===== config.mk =====
export PLATFORM = sky130hd
export DESIGN_NAME = alut_lookup_master
export DESIGN_NICKNAME = d
export VERILOG_FILES = /design/src/rtl/alut_lookup_master.sv
export SDC_FILE = /design/constraint.sdc
export NUM_CORES = 1
export LEC_CHECK = 0
export BUFFER_PORTS_ARGS = -buffer_cell sky130_fd_sc_hd__buf_2
export CORE_UTILIZATION = 25
export CTS_CLUSTER_SIZE = 12
export DETAILED_ROUTE_END_ITERATION = 8
export SLEW_MARGIN = 20
export SYNTH_ARGS = -nofsm -noshare
export SYNTH_HDL_FRONTEND = slang
export SYNTH_SLANG_ARGS = --single-unit

===== constraint.sdc =====
create_clock -name pclk -period 3.1 [get_ports pclk]
set_clock_uncertainty 0.1 [all_clocks]
set_input_delay 0.31 -clock pclk [delete_from_list [all_inputs] [get_ports pclk]]
set_output_delay 0.31 -clock pclk [all_outputs]
set_load 0.01 [all_outputs]

===== src/rtl/alut_lookup_master.sv =====
`default_nettype none
// ============================================================================
// Module   : alut_lookup_master
// Purpose  : Turns one Ethernet header request into an ALUT address lookup.
//            It acts as an APB master (no pready): it writes the destination
//            MAC, the source MAC and the source port, then issues the lookup
//            command. After a two-cycle gap it polls STATUS until the busy
//            bit clears, reads DPORT and returns the one-hot destination
//            port. If the busy bit is still set after POLL_MAX STATUS reads,
//            it returns a timeout result instead.
// Revision : 1.0  initial release
// ----------------------------------------------------------------------------
// Ports
//   pclk         in   1   clock, all state on rising edge
//   n_p_reset    in   1   synchronous active-low reset
//   hdr_valid    in   1   header request valid
//   hdr_ready    out  1   block idle and can accept a header
//   hdr_daddr    in  48   destination MAC
//   hdr_saddr    in  48   source MAC
//   hdr_sport    in   2   source port
//   res_valid    out  1   lookup result valid
//   res_ready    in   1   consumer accepts result
//   res_dport    out  5   destination port, one-hot (bit4 = switch MAC)
//   res_timeout  out  1   lookup timed out
//   psel/penable/pwrite out 1, paddr out 7, pwdata out 32, prdata in 32
// ============================================================================
module alut_lookup_master #(
    parameter logic [6:0] CMD_ADDR      = 7'h00,
    parameter logic [6:0] DADDR_LO_ADDR = 7'h08,
    parameter logic [6:0] DADDR_HI_ADDR = 7'h0C,
    parameter logic [6:0] SADDR_LO_ADDR = 7'h10,
    parameter logic [6:0] SADDR_HI_ADDR = 7'h14,
    parameter logic [6:0] STATUS_ADDR   = 7'h18,
    parameter logic [6:0] DPORT_ADDR    = 7'h1C,
    parameter int         POLL_MAX      = 64
) (
    input  logic        pclk,
    input  logic        n_p_reset,
    input  logic        hdr_valid,
    output logic        hdr_ready,
    input  logic [47:0] hdr_daddr,
    input  logic [47:0] hdr_saddr,
    input  logic [1:0]  hdr_sport,
    output logic        res_valid,
    input  logic        res_ready,
    output logic [4:0]  res_dport,
    output logic        res_timeout,
    output logic        psel,
    output logic        penable,
    output logic        pwrite,
    output logic [6:0]  paddr,
    output logic [31:0] pwdata,
    input  logic [31:0] prdata
);

    typedef enum logic [2:0] {
        S_IDLE   = 3'd0,
        S_SETUP  = 3'd1,
        S_ACCESS = 3'd2,
        S_GAP    = 3'd3,
        S_RESP   = 3'd4
    } state_t;

    // Transfer step index: the five writes, then the STATUS and DPORT reads.
    localparam logic [2:0] C_STEP_DLO   = 3'd0;
    localparam logic [2:0] C_STEP_DHI   = 3'd1;
    localparam logic [2:0] C_STEP_SLO   = 3'd2;
    localparam logic [2:0] C_STEP_SHI   = 3'd3;
    localparam logic [2:0] C_STEP_CMD   = 3'd4;
    localparam logic [2:0] C_STEP_STAT  = 3'd5;
    localparam logic [2:0] C_STEP_DPORT = 3'd6;

    localparam logic [7:0] C_POLL_MAX = 8'(POLL_MAX);

    state_t      r_state;
    logic [2:0]  r_step;
    logic        r_gap;
    logic [7:0]  r_poll_cnt;
    logic [47:0] r_daddr;
    logic [47:0] r_saddr;
    logic [1:0]  r_sport;
    logic        r_psel;
    logic        r_penable;
    logic        r_pwrite;
    logic [6:0]  r_paddr;
    logic [31:0] r_pwdata;
    logic        r_res_valid;
    logic [4:0]  r_res_dport;
    logic        r_res_timeout;

    state_t      w_state_nxt;
    logic [2:0]  w_step_nxt;
    logic        w_gap_nxt;
    logic [7:0]  w_poll_nxt;
    logic [7:0]  w_poll_inc;
    logic [4:0]  w_dport_nxt;
    logic        w_timeout_nxt;
    logic        w_capture;
    logic        w_xfer;
    logic        w_pwrite_nxt;
    logic [6:0]  w_paddr_nxt;
    logic [31:0] w_pwdata_nxt;
    logic [47:0] w_daddr_src;
    logic [47:0] w_saddr_src;
    logic [1:0]  w_sport_src;

    // Only the busy bit and the port field of the read data are meaningful.
    logic        w_unused_prdata;
    assign w_unused_prdata = ^prdata[31:5];

    assign hdr_ready = (r_state == S_IDLE) && n_p_reset;

    // ------------------------------------------------------------------
    // Next-state logic
    // ------------------------------------------------------------------
    always_comb begin
        w_state_nxt   = r_state;
        w_step_nxt    = r_step;
        w_gap_nxt     = r_gap;
        w_poll_nxt    = r_poll_cnt;
        w_poll_inc    = r_poll_cnt + 8'd1;
        w_dport_nxt   = r_res_dport;
        w_timeout_nxt = r_res_timeout;
        w_capture     = 1'b0;

        case (r_state)
            S_IDLE: begin
                if (hdr_valid && hdr_ready) begin
                    w_capture     = 1'b1;
                    w_state_nxt   = S_SETUP;
                    w_step_nxt    = C_STEP_DLO;
                    w_poll_nxt    = 8'd0;
                    w_dport_nxt   = 5'd0;
                    w_timeout_nxt = 1'b0;
                end
            end
            S_SETUP: begin
                w_state_nxt = S_ACCESS;
            end
            S_ACCESS: begin
                case (r_step)
                    C_STEP_CMD: begin
                        w_state_nxt = S_GAP;
                        w_gap_nxt   = 1'b0;
                    end
                    C_STEP_STAT: begin
                        w_poll_nxt = w_poll_inc;
                        if (!prdata[0]) begin
                            w_state_nxt = S_SETUP;
                            w_step_nxt  = C_STEP_DPORT;
                        end else if (w_poll_inc >= C_POLL_MAX) begin
                            // Still busy after the last allowed poll.
                            w_state_nxt   = S_RESP;
                            w_timeout_nxt = 1'b1;
                            w_dport_nxt   = 5'd0;
                        end else begin
                            w_state_nxt = S_SETUP;
                        end
                    end
                    C_STEP_DPORT: begin
                        w_state_nxt   = S_RESP;
                        w_dport_nxt   = prdata[4:0];
                        w_timeout_nxt = 1'b0;
                    end
                    default: begin
                        w_state_nxt = S_SETUP;
                        w_step_nxt  = r_step + 3'd1;
                    end
                endcase
            end
            S_GAP: begin
                if (r_gap) begin
                    w_state_nxt = S_SETUP;
                    w_step_nxt  = C_STEP_STAT;
                end else begin
                    w_gap_nxt = 1'b1;
                end
            end
            S_RESP: begin
                if (res_ready) begin
                    w_state_nxt = S_IDLE;
                end
            end
            default: begin
                w_state_nxt = S_IDLE;
            end
        endcase
    end

    // ------------------------------------------------------------------
    // Bus outputs are decoded from the next state and step, then
    // registered, so the pins change exactly on the cycle boundary and
    // stay constant across SETUP and ACCESS of one transfer.
    // ------------------------------------------------------------------
    always_comb begin
        // On the accept edge the header registers are not loaded yet.
        w_daddr_src  = w_capture ? hdr_daddr : r_daddr;
        w_saddr_src  = w_capture ? hdr_saddr : r_saddr;
        w_sport_src  = w_capture ? hdr_sport : r_sport;
        w_xfer       = (w_state_nxt == S_SETUP) || (w_state_nxt == S_ACCESS);
        w_pwrite_nxt = 1'b0;
        w_paddr_nxt  = 7'd0;
        w_pwdata_nxt = 32'd0;
        if (w_xfer) begin
            case (w_step_nxt)
                C_STEP_DLO: begin
                    w_pwrite_nxt = 1'b1;
                    w_paddr_nxt  = DADDR_LO_ADDR;
                    w_pwdata_nxt = w_daddr_src[31:0];
                end
                C_STEP_DHI: begin
                    w_pwrite_nxt = 1'b1;
                    w_paddr_nxt  = DADDR_HI_ADDR;
                    w_pwdata_nxt = {16'h0000, w_daddr_src[47:32]};
                end
                C_STEP_SLO: begin
                    w_pwrite_nxt = 1'b1;
                    w_paddr_nxt  = SADDR_LO_ADDR;
                    w_pwdata_nxt = w_saddr_src[31:0];
                end
                C_STEP_SHI: begin
                    w_pwrite_nxt = 1'b1;
                    w_paddr_nxt  = SADDR_HI_ADDR;
                    w_pwdata_nxt = {14'h0000, w_sport_src, w_saddr_src[47:32]};
                end
                C_STEP_CMD: begin
                    w_pwrite_nxt = 1'b1;
                    w_paddr_nxt  = CMD_ADDR;
                    w_pwdata_nxt = 32'h0000_0001;
                end
                C_STEP_STAT: begin
                    w_paddr_nxt = STATUS_ADDR;
                end
                C_STEP_DPORT: begin
                    w_paddr_nxt = DPORT_ADDR;
                end
                default: begin
                    w_paddr_nxt = 7'd0;
                end
            endcase
        end
    end

    // ------------------------------------------------------------------
    // State and output registers
    // ------------------------------------------------------------------
    always_ff @(posedge pclk) begin
        if (!n_p_reset) begin
            r_state       <= S_IDLE;
            r_step        <= C_STEP_DLO;
            r_gap         <= 1'b0;
            r_poll_cnt    <= 8'd0;
            r_daddr       <= 48'd0;
            r_saddr       <= 48'd0;
            r_sport       <= 2'd0;
            r_psel        <= 1'b0;
            r_penable     <= 1'b0;
            r_pwrite      <= 1'b0;
            r_paddr       <= 7'd0;
            r_pwdata      <= 32'd0;
            r_res_valid   <= 1'b0;
            r_res_dport   <= 5'd0;
            r_res_timeout <= 1'b0;
        end else begin
            r_state       <= w_state_nxt;
            r_step        <= w_step_nxt;
            r_gap         <= w_gap_nxt;
            r_poll_cnt    <= w_poll_nxt;
            if (w_capture) begin
                r_daddr <= hdr_daddr;
                r_saddr <= hdr_saddr;
                r_sport <= hdr_sport;
            end
            r_psel        <= w_xfer;
            r_penable     <= (w_state_nxt == S_ACCESS);
            r_pwrite      <= w_pwrite_nxt;
            r_paddr       <= w_paddr_nxt;
            r_pwdata      <= w_pwdata_nxt;
            r_res_valid   <= (w_state_nxt == S_RESP);
            r_res_dport   <= w_dport_nxt;
            r_res_timeout <= w_timeout_nxt;
        end
    end

    assign psel        = r_psel;
    assign penable     = r_penable;
    assign pwrite      = r_pwrite;
    assign paddr       = r_paddr;
    assign pwdata      = r_pwdata;
    assign res_valid   = r_res_valid;
    assign res_dport   = r_res_dport;
    assign res_timeout = r_res_timeout;

endmodule
`default_nettype wire

==> results of run 1 <==
## cell type report
cell class | instances | area [um^2] | share of cell area, %
Inverter | 3 | 12.5 | 0.141
Timing Repair Buffer | 179 | 1060 | 12.0
Clock buffer | 18 | 439 | 4.95
Clock inverter | 14 | 151 | 1.71
Antenna cell | 3 | 7.51 | 0.0846
Multi-Input combinational cell | 649 | 3560 | 40.1
Tap cell | 378 | 473 | 5.33
Sequential cell | 158 | 3160 | 35.7
## flip-flops by register name, summed over array words and instances, names as in the netlist
register     flops
r_step           3
res_dport        5
r_sport          2
paddr            3
r_saddr         48
r_state          3
res_timeout      1
pwrite           1
pwdata          32
psel             1
r_daddr         48
res_valid        1
r_gap            1
penable          1
r_poll_cnt       8
## power breakdown
| group | internal, mW | switching (mW) |
|---|---|---|
| registers | 2.12 | 0.0430 |
| clock network | 1.22 | 0.922 |
| logic | 0.245 | 0.336 |
## through the flow
| step | power, mW | setup slack [ps] | hold slack [ps] |
|---|---|---|---|
| CTS | 4.95 | 239 | 2.04 |
| global placement | 2.78 | 352 | 339 |
| detailed placement | 2.78 | 290 | 346 |
| floorplan | 2.58 | 663 | 332 |
| finish | 4.88 | 227 | 19.6 |
| global route | 5.10 | 26.2 | 7.59 |
## cell usage after synthesis (all sizes together) (6+ instances only)
cell type	number
nand2	226
and4bb	8
buf	40
nor2	63
a21oi	133
dfxtp	158
nor3	59
nand4	6
clkbuf	36
nand3	10
mux2	16
o21ai	27
o32a	15
## worst register-to-register path, cell delays in order (launching register included)
cell     delay (ps)
dfxtp_1         340
inv_1           150
ha_1            300
o31ai_1         150
o31ai_1         550
o21a_2          360
buf_12          210
mux2_1          350
o32a_1          190
nor3_2          100
## logic make-up after synthesis
group	count (synthesis)	share of synthesized area, %
and+or+nand+nor	411	28.0
DFF	158	44.8
AOI/OAI and AO/OA	203	16.9
muxes	21	3.26
buffers and inverters	79	5.47
adders and majority gates	5	0.885
other	1	0.0531
xor gates and xnor gates	5	0.620
## worst min-delay path by stage
stage,startpoint,end,depth (start not counted)
final,prdata[4],res_dport[4]$_SDFFE_PN0P_,3
after global routing,hdr_daddr[45],r_daddr[45]$_SDFF_PN0_,3
after CTS,prdata[4],res_dport[4]$_SDFFE_PN0P_,3
after detailed placement,r_daddr[17]$_SDFF_PN0_,r_daddr[17]$_SDFF_PN0_,2
after global placement,r_daddr[17]$_SDFF_PN0_,r_daddr[17]$_SDFF_PN0_,2
after floorplan,r_daddr[16]$_SDFF_PN0_,r_daddr[16]$_SDFF_PN0_,2
## layer usage
metal | track usage (%) | share of wire (%) | vias to the layer above
met4 | 4.35 | 1.1 | 0
li1 | - | - | 3264
met2 | 21.6 | 45 | 143
met3 | 2.47 | 3.9 | 14
met5 | 0 | 0 | -
met1 | 19.8 | 50 | 3075
## repair_timing
item / 4_1_cts / 5_1_grt
resized for setup: 0 / 0
hold endpoints to repair: 5 / 0
setup endpoints to repair: 0 / 0
hold buffers: 5 / 0
==> results.yml, run 1 <==
critical_path:
  critical_path.max_stage_delay_ps: 550
  critical_path_class: "reg -> reg"
  path_delay_family: "compound AO/OA/AOI/OAI gates"
  critPathCaptureType: "register"
  r2r-start: "r_step[0]$_SDFF_PN0_"
  crit_path_cell_trace: "inv_1 > ha_1 > o31ai_1 > o31ai_1 > o21a_2 > buf_12 > mux2_1 > o32a_1 > nor3_2"
  worstReg2RegEnd: "pwdata[14]$_SDFF_PN0_"
  critical_path.slowest_cell: "o31ai_1"
  reg2reg_slack_ps: 230
  path_depth: 9
  crit_end: "pwdata[14]$_SDFF_PN0_"
  crit_top_cell: "o31ai_1"
  startpoint_type: "register"
  worstPathMaxFanout: 20
  worst-path-buf-inv: 2
  startpoint: "r_step[0]$_SDFF_PN0_"
  arrival_ps: 3110
  required_ps: 3340
  ff2ff_path_depth: 9
logic_synthesis:
  synth-main-ff-cell: "dfxtp_1"
  ys_warn_count: 0
  synth_area_um2: 7070
  syn_inst: 883
  ys_seq_elements: 158
  netlist.area_leader.share_pct: 44.8
  yosysTopAreaCell: "dfxtp_1"
  syn_area_per_cell_um2: 8.00
  ys_types: 64
  ys_async_sr_fraction_pct: 0
  synth_edf_count: 0
  ys_seq_area_share_pct: 44.8
  ys_top_cells_by_area: "dfxtp_1, nand2_1, a21oi_1"
cells_and_area:
  num-fill-cells: 3009
  final_cell_mix: "nand2_1, dfxtp_1, buf_2"
  final_layout_size_suffix_gt1_share_pct: 24.2
  finalNetCount: 1147
  final_area_um2: 8870
  fin_cells: 1402
  syn_to_final_growth_pct: 25.5
  finish.utilization_pct: 31.9
  layout_commonest_cell: "nand2_1"
routing:
  via_count: 6496
  ant_nets: 0
  routed_wl_mm: 20.4
  routed_via_density: 4.63
  wl_per_cell_um: 14.6
  first_iter_violations: 513
  dr.pass1.iters: 5
  drc_errors: 0
pwr:
  irDropWorstVdd_mv: 0.265
  p_leak_nw: 3.50
  powerDensity_nw_per_um2: 551
die:
  die_h_um: 170
  fp.dieW_um: 170
  die-area_um2: 28900
  num_io_pins: 184
  num_rows: 61
  core_area_um2: 27800
  start_util_pct: 25.4
timing:
  hold_viol: 0
  fmax_mhz: 348
  min_period_ps: 2870
  max_slew.worst_pin.slew_ps: 837
  rsz0062_at_grt: "no"
  finalMaxSlewViolations: 0
  finalCritPeriodShare_pct: 92.7
  slew_headroom_pct: 44.2
  fin_setup_tns_ps: 0
  setup_viol: 0
global_routing:
  gr-total-overflow: 0
  grt_max_degree: 80
  track_usage_pct: 14.0
  grt_pass1_vias: 5852
  grt_pass1_wl_mm: 31.8
  grt_antenna_before_repair: 2
cts:
  clk_pin_slew_ps: 70
  ctsHtreeMaxLevel: 4
  cts_buffers: 17
  clk_latency_ps: 420
  cts_buffer_depth: 2
  cts_tree: "yes"
  clkSinkCount: 158
  cts-root-buf: "clkbuf_16"
  post_cts_buffers: 0
placed_design:
  hpwlAfterDp_mm: 13.3
  place_inst: 1362
  port-buffer-count: 152
  place_area_um2: 8220
  gp_congestion: 0.782
hold_path:
  hp-class: "in -> reg"
run_status:
  status: "complete, no violations"
job:
  maxCapViolations: 0
(Power assumes the default switching activity.)
==> inputs of run 2 (changes only) <==
- CORE_UTILIZATION: 25 -> 53
- CTS_CLUSTER_DIAMETER: default -> 50
- PLACE_DENSITY: default -> 0.8
==> results.yml, run 2 (synthesis gave the netlist of run 1 again) <==
critical_path:
  critical_path.max_stage_delay_ps: 430
  reg2reg_slack_ps: 260
  critPathCaptureType: "register"
  required_ps: 3350
  critical_path_class: "reg -> reg"
  arrival_ps: 3090
  crit_path_cell_trace: "inv_1 > ha_1 > or3_1 > a21oi_1 > o21a_2 > buf_12 > mux2_2 > o32a_1 > nor3_1"
  startpoint_type: "register"
  worst-path-buf-inv: 2
  critical_path.slowest_cell: "or3_1"
  path_delay_family: "compound AO/OA/AOI/OAI gates"
  worstPathMaxFanout: 39
timing:
  finalCritPeriodShare_pct: 91.6
  min_period_ps: 2840
  fin_setup_tns_ps: 0
  finalMaxSlewViolations: 0
  fmax_mhz: 352
  hold_viol: 0
  slew_headroom_pct: 34.4
  max_slew.worst_pin.slew_ps: 984
  setup_viol: 0
  rsz0062_at_grt: "no"
routing:
  first_iter_violations: 509
  ant_nets: 0
  routed_via_density: 5.45
  via_count: 6459
  dr.pass1.iters: 5
  routed_wl_mm: 17.4
  drc_errors: 0
  wl_per_cell_um: 14.7
pwr:
  irDropWorstVdd_mv: 0.521
  seq_power_share_pct: 43.7
  powerDensity_nw_per_um2: 578
  power_switching_share_pct: 24.4
  p_sw_mw: 1.21
  p_leak_nw: 3.46
  combinationalPowerShare_pct: 11.3
  p_int_mw: 3.73
  clkPwrFrac_pct: 45.0
cts:
  ctsHtreeMaxLevel: 4
  cts_tree: "yes"
  post_cts_buffers: 0
  clkSinkCount: 158
  clk_latency_ps: 420
  cts_buffer_depth: 2
  clk_pin_slew_ps: 60
  cts-root-buf: "clkbuf_16"
  cts_buffers: 17
die:
  num_io_pins: 184
  core_area_um2: 12800
  die_h_um: 117
  num_rows: 41
  start_util_pct: 55.1
  die-area_um2: 13800
  fp.dieW_um: 117
global_routing:
  grt_antenna_before_repair: 3
  grt_pass1_vias: 5910
  track_usage_pct: 25.8
  grt_max_degree: 93
  grt_pass1_wl_mm: 29.1
  gr-total-overflow: 0
cells_and_area:
  fin_cells: 1186
  final_layout_size_suffix_gt1_share_pct: 23.6
  syn_to_final_growth_pct: 20.9
  final_cell_mix: "nand2_1, dfxtp_1, buf_2"
  finalNetCount: 1138
  layout_commonest_cell: "nand2_1"
placed_design:
  hpwlAfterDp_mm: 10.9
  place_inst: 1151
  port-buffer-count: 152
  gp_congestion: 0.834
hold_path:
  hp-class: "in -> reg"
run_status:
  status: "complete, no violations"
job:
  maxCapViolations: 0
[run 2: final timing paths]
kind                          startpoint                   endpoint  cells after the start
setup / recovery    r_step[0]$_SDFF_PN0_       pwdata[2]$_SDFF_PN0_                      9
hold / removal                 prdata[3]  res_dport[3]$_SDFFE_PN0P_                      3
setup reg to reg    r_step[0]$_SDFF_PN0_       pwdata[2]$_SDFF_PN0_                      9
hold reg to reg   r_saddr[16]$_SDFF_PN0_     r_saddr[16]$_SDFF_PN0_                      2
[run 2: power by group through the flow]
stage | Combinational [mW] | Clock (mW) | Sequential [mW]
2_1_floorplan | 0.373 | 0 | 2.20
3_3_place_gp | 0.545 | 0 | 2.20
3_5_place_dp | 0.551 | 0 | 2.20
4_1_cts | 0.558 | 2.25 | 2.16
5_1_grt | 0.623 | 2.35 | 2.17
6_report | 0.558 | 2.22 | 2.16
[run 2: layout make-up]
type	count	area [um^2]
diodes	2	5.00
clock buffers	20	447
well taps	172	215
repair buffers	170	961
inverters	3	12.5
clock inverters	12	184
flip-flops and latches	158	3160
fillers	1105	4280
multi-input cells	649	3560
[run 2: metal layers]
layer	GRT usage [%]	vias to the layer above	routed length [um]	share of wire, %
met5	0	-	0	0
met4	7.93	0	215	1.2
met3	5.43	18	832	4.8
met2	41.0	183	8260	47
met1	35.2	3008	8140	47
li1	-	3250	-	-
[run 2: worst reg2reg max path: stages (launching register included)]
cell,delay (ps)
dfxtp_1,400
inv_1,120
ha_1,290
or3_1,430
a21oi_1,320
o21a_2,230
buf_12,220
mux2_2,370
o32a_1,170
nor3_1,120
[run 2: stage by stage]
stage	hold slack, ps	area [um^2]	util (%)	worst slack (ps)	power, mW
floorplan	332	7080	-	663	2.58
global placement	339	7900	61.6	347	2.75
detailed placement	342	7900	61.6	292	2.76
CTS	0.125	8540	66.6	270	4.96
global route	14.3	8550	66.6	50.1	5.14
finish	8.45	8550	66.6	261	4.94
[run 2: what timing repair did]
item	in CTS	in global routing
hold endpoints to repair	1	0
resized for setup	0	0
hold buffers	1	0
==> inputs of run 3 (changes only) <==
- HOLD_SLACK_MARGIN: default -> 0.02
==> results.yml, run 3 (synthesis gave the netlist of run 1 again) <==
run_status:
  status: "complete, no violations"
cts:
  cts-root-buf: "clkbuf_16"
  post_cts_buffers: 0
  ctsHtreeMaxLevel: 4
  clk_pin_slew_ps: 60
  cts_buffers: 17
  cts_resized: 0
  clk_latency_ps: 420
  cts_tree: "yes"
  cts_buffer_depth: 2
  clkSinkCount: 158
critical_path:
  required_ps: 3340
  startpoint_type: "register"
  crit_path_cell_trace: "inv_1 > ha_1 > or3_1 > a21oi_1 > o21a_2 > buf_12 > mux2_2 > o32a_1 > nor3_1"
  critical_path.slowest_cell: "or3_1"
  critPathCaptureType: "register"
  critical_path.max_stage_delay_ps: 420
  worstPathMaxFanout: 39
  arrival_ps: 3060
  critical_path_class: "reg -> reg"
global_routing:
  grt_max_degree: 93
  gr-total-overflow: 0
  grt_pass1_vias: 6066
  grt_antenna_before_repair: 2
  track_usage_pct: 26.3
  grt_pass1_wl_mm: 29.7
cells_and_area:
  syn_to_final_growth_pct: 23.9
  final_layout_size_suffix_gt1_share_pct: 23.1
  finalNetCount: 1159
  finish.utilization_pct: 68.3
  num-fill-cells: 1062
  layout_commonest_cell: "nand2_1"
  final_cell_mix: "nand2_1, dfxtp_1, buf_2"
timing:
  slew_headroom_pct: 34.5
  min_period_ps: 2810
  fmax_mhz: 355
  hold_viol: 0
  max_slew.worst_pin.slew_ps: 982
  setup_viol: 0
  fin_setup_tns_ps: 0
  finalMaxSlewViolations: 0
  rsz0062_at_grt: "no"
  fin_ws_ps: 286
  finalCritPeriodShare_pct: 90.8
pwr:
  p_leak_nw: 3.55
  powerDensity_nw_per_um2: 566
  irDropWorstVdd_mv: 0.515
die:
  num_rows: 41
  die-area_um2: 13800
  core_area_um2: 12800
  die_h_um: 117
  start_util_pct: 55.1
  fp.dieW_um: 117
  num_io_pins: 184
placed_design:
  pre_cts_ws_ps: 292
  gp_congestion: 0.834
  hpwlAfterDp_mm: 10.9
  port-buffer-count: 152
routing:
  wl_per_cell_um: 14.7
  ant_nets: 0
  first_iter_violations: 511
  via_count: 6561
  routed_wl_mm: 17.8
  dr.pass1.iters: 5
  drc_errors: 0
  routed_via_density: 5.44
job:
  maxCapViolations: 0
hold_path:
  hp-class: "in -> reg"
[run 3: cell count changes in the layout (fill, tap and decap cells not counted), sizes merged]
cell / change
diode: -1
dlygate4sd3: +21
[run 3: timing repair]
action	in CTS	in global routing
hold buffers	22	0
hold endpoints to repair	22	0
endpoints found under the setup margin	0	0
[run 3: critical path: cells and delay by family, from the launching register on]
kind	cells	cell delay, ps
compound gates	3	710
simple gates	2	540
flops	1	390
mux	1	360
buf+inv	2	340
fa+ha+maj	1	290
[run 3: per-stage QoR]
stage	hold WS (ps)	instances	instance area (um^2)	power, mW
after floorplan	332	886	7080	2.58
after global placement	339	1151	7900	2.75
after detailed placement	342	1151	7900	2.76
after CTS	20.2	1205	8750	4.98
after global routing	25.5	1206	8750	5.16
final	31.3	1206	8750	4.96
[run 3: area by class of cell]
cell class	instances	area, um^2	share of cell area [%]
flip-flops and latches	158	3160	36.1
clock buffers	20	447	5.10
repair buffers	191	1170	13.4
diodes	1	2.50	0.0286
inverters	3	12.5	0.143
well taps	172	215	2.46
multi-input cells	649	3560	40.7
clock inverters	12	184	2.10
[run 3: worst paths after layout]
check                                              end  depth (start not counted)              startpoint  slack [ps]
worst max-delay path              pwdata[2]$_SDFF_PN0_                          9    r_step[0]$_SDFF_PN0_         290
worst min-delay path            r_saddr[22]$_SDFF_PN0_                          3           hdr_saddr[22]          30
worst max register to register    pwdata[2]$_SDFF_PN0_                          9    r_step[0]$_SDFF_PN0_         290
worst min register to register  r_saddr[16]$_SDFF_PN0_                          2  r_saddr[16]$_SDFF_PN0_         350
[run 3: where the power goes]
| group | internal [mW] | switching (mW) |
|---|---|---|
| sequential | 2.12 | 0.0427 |
| combinational | 0.254 | 0.327 |
| clock | 1.38 | 0.835 |
| total | 3.75 | 1.20 |
[run 3: layer usage]
| metal | up-vias | routed length, um | global-route usage, % | share of wire (%) |
|---|---|---|---|---|
| met5 | - | 0 | 0 | 0 |
| met4 | 0 | 269 | 8.01 | 1.5 |
| met3 | 18 | 813 | 5.38 | 4.6 |
| met2 | 192 | 8530 | 42.4 | 48 |
| met1 | 3058 | 8180 | 35.6 | 46 |
| li1 | 3293 | - | - | - |
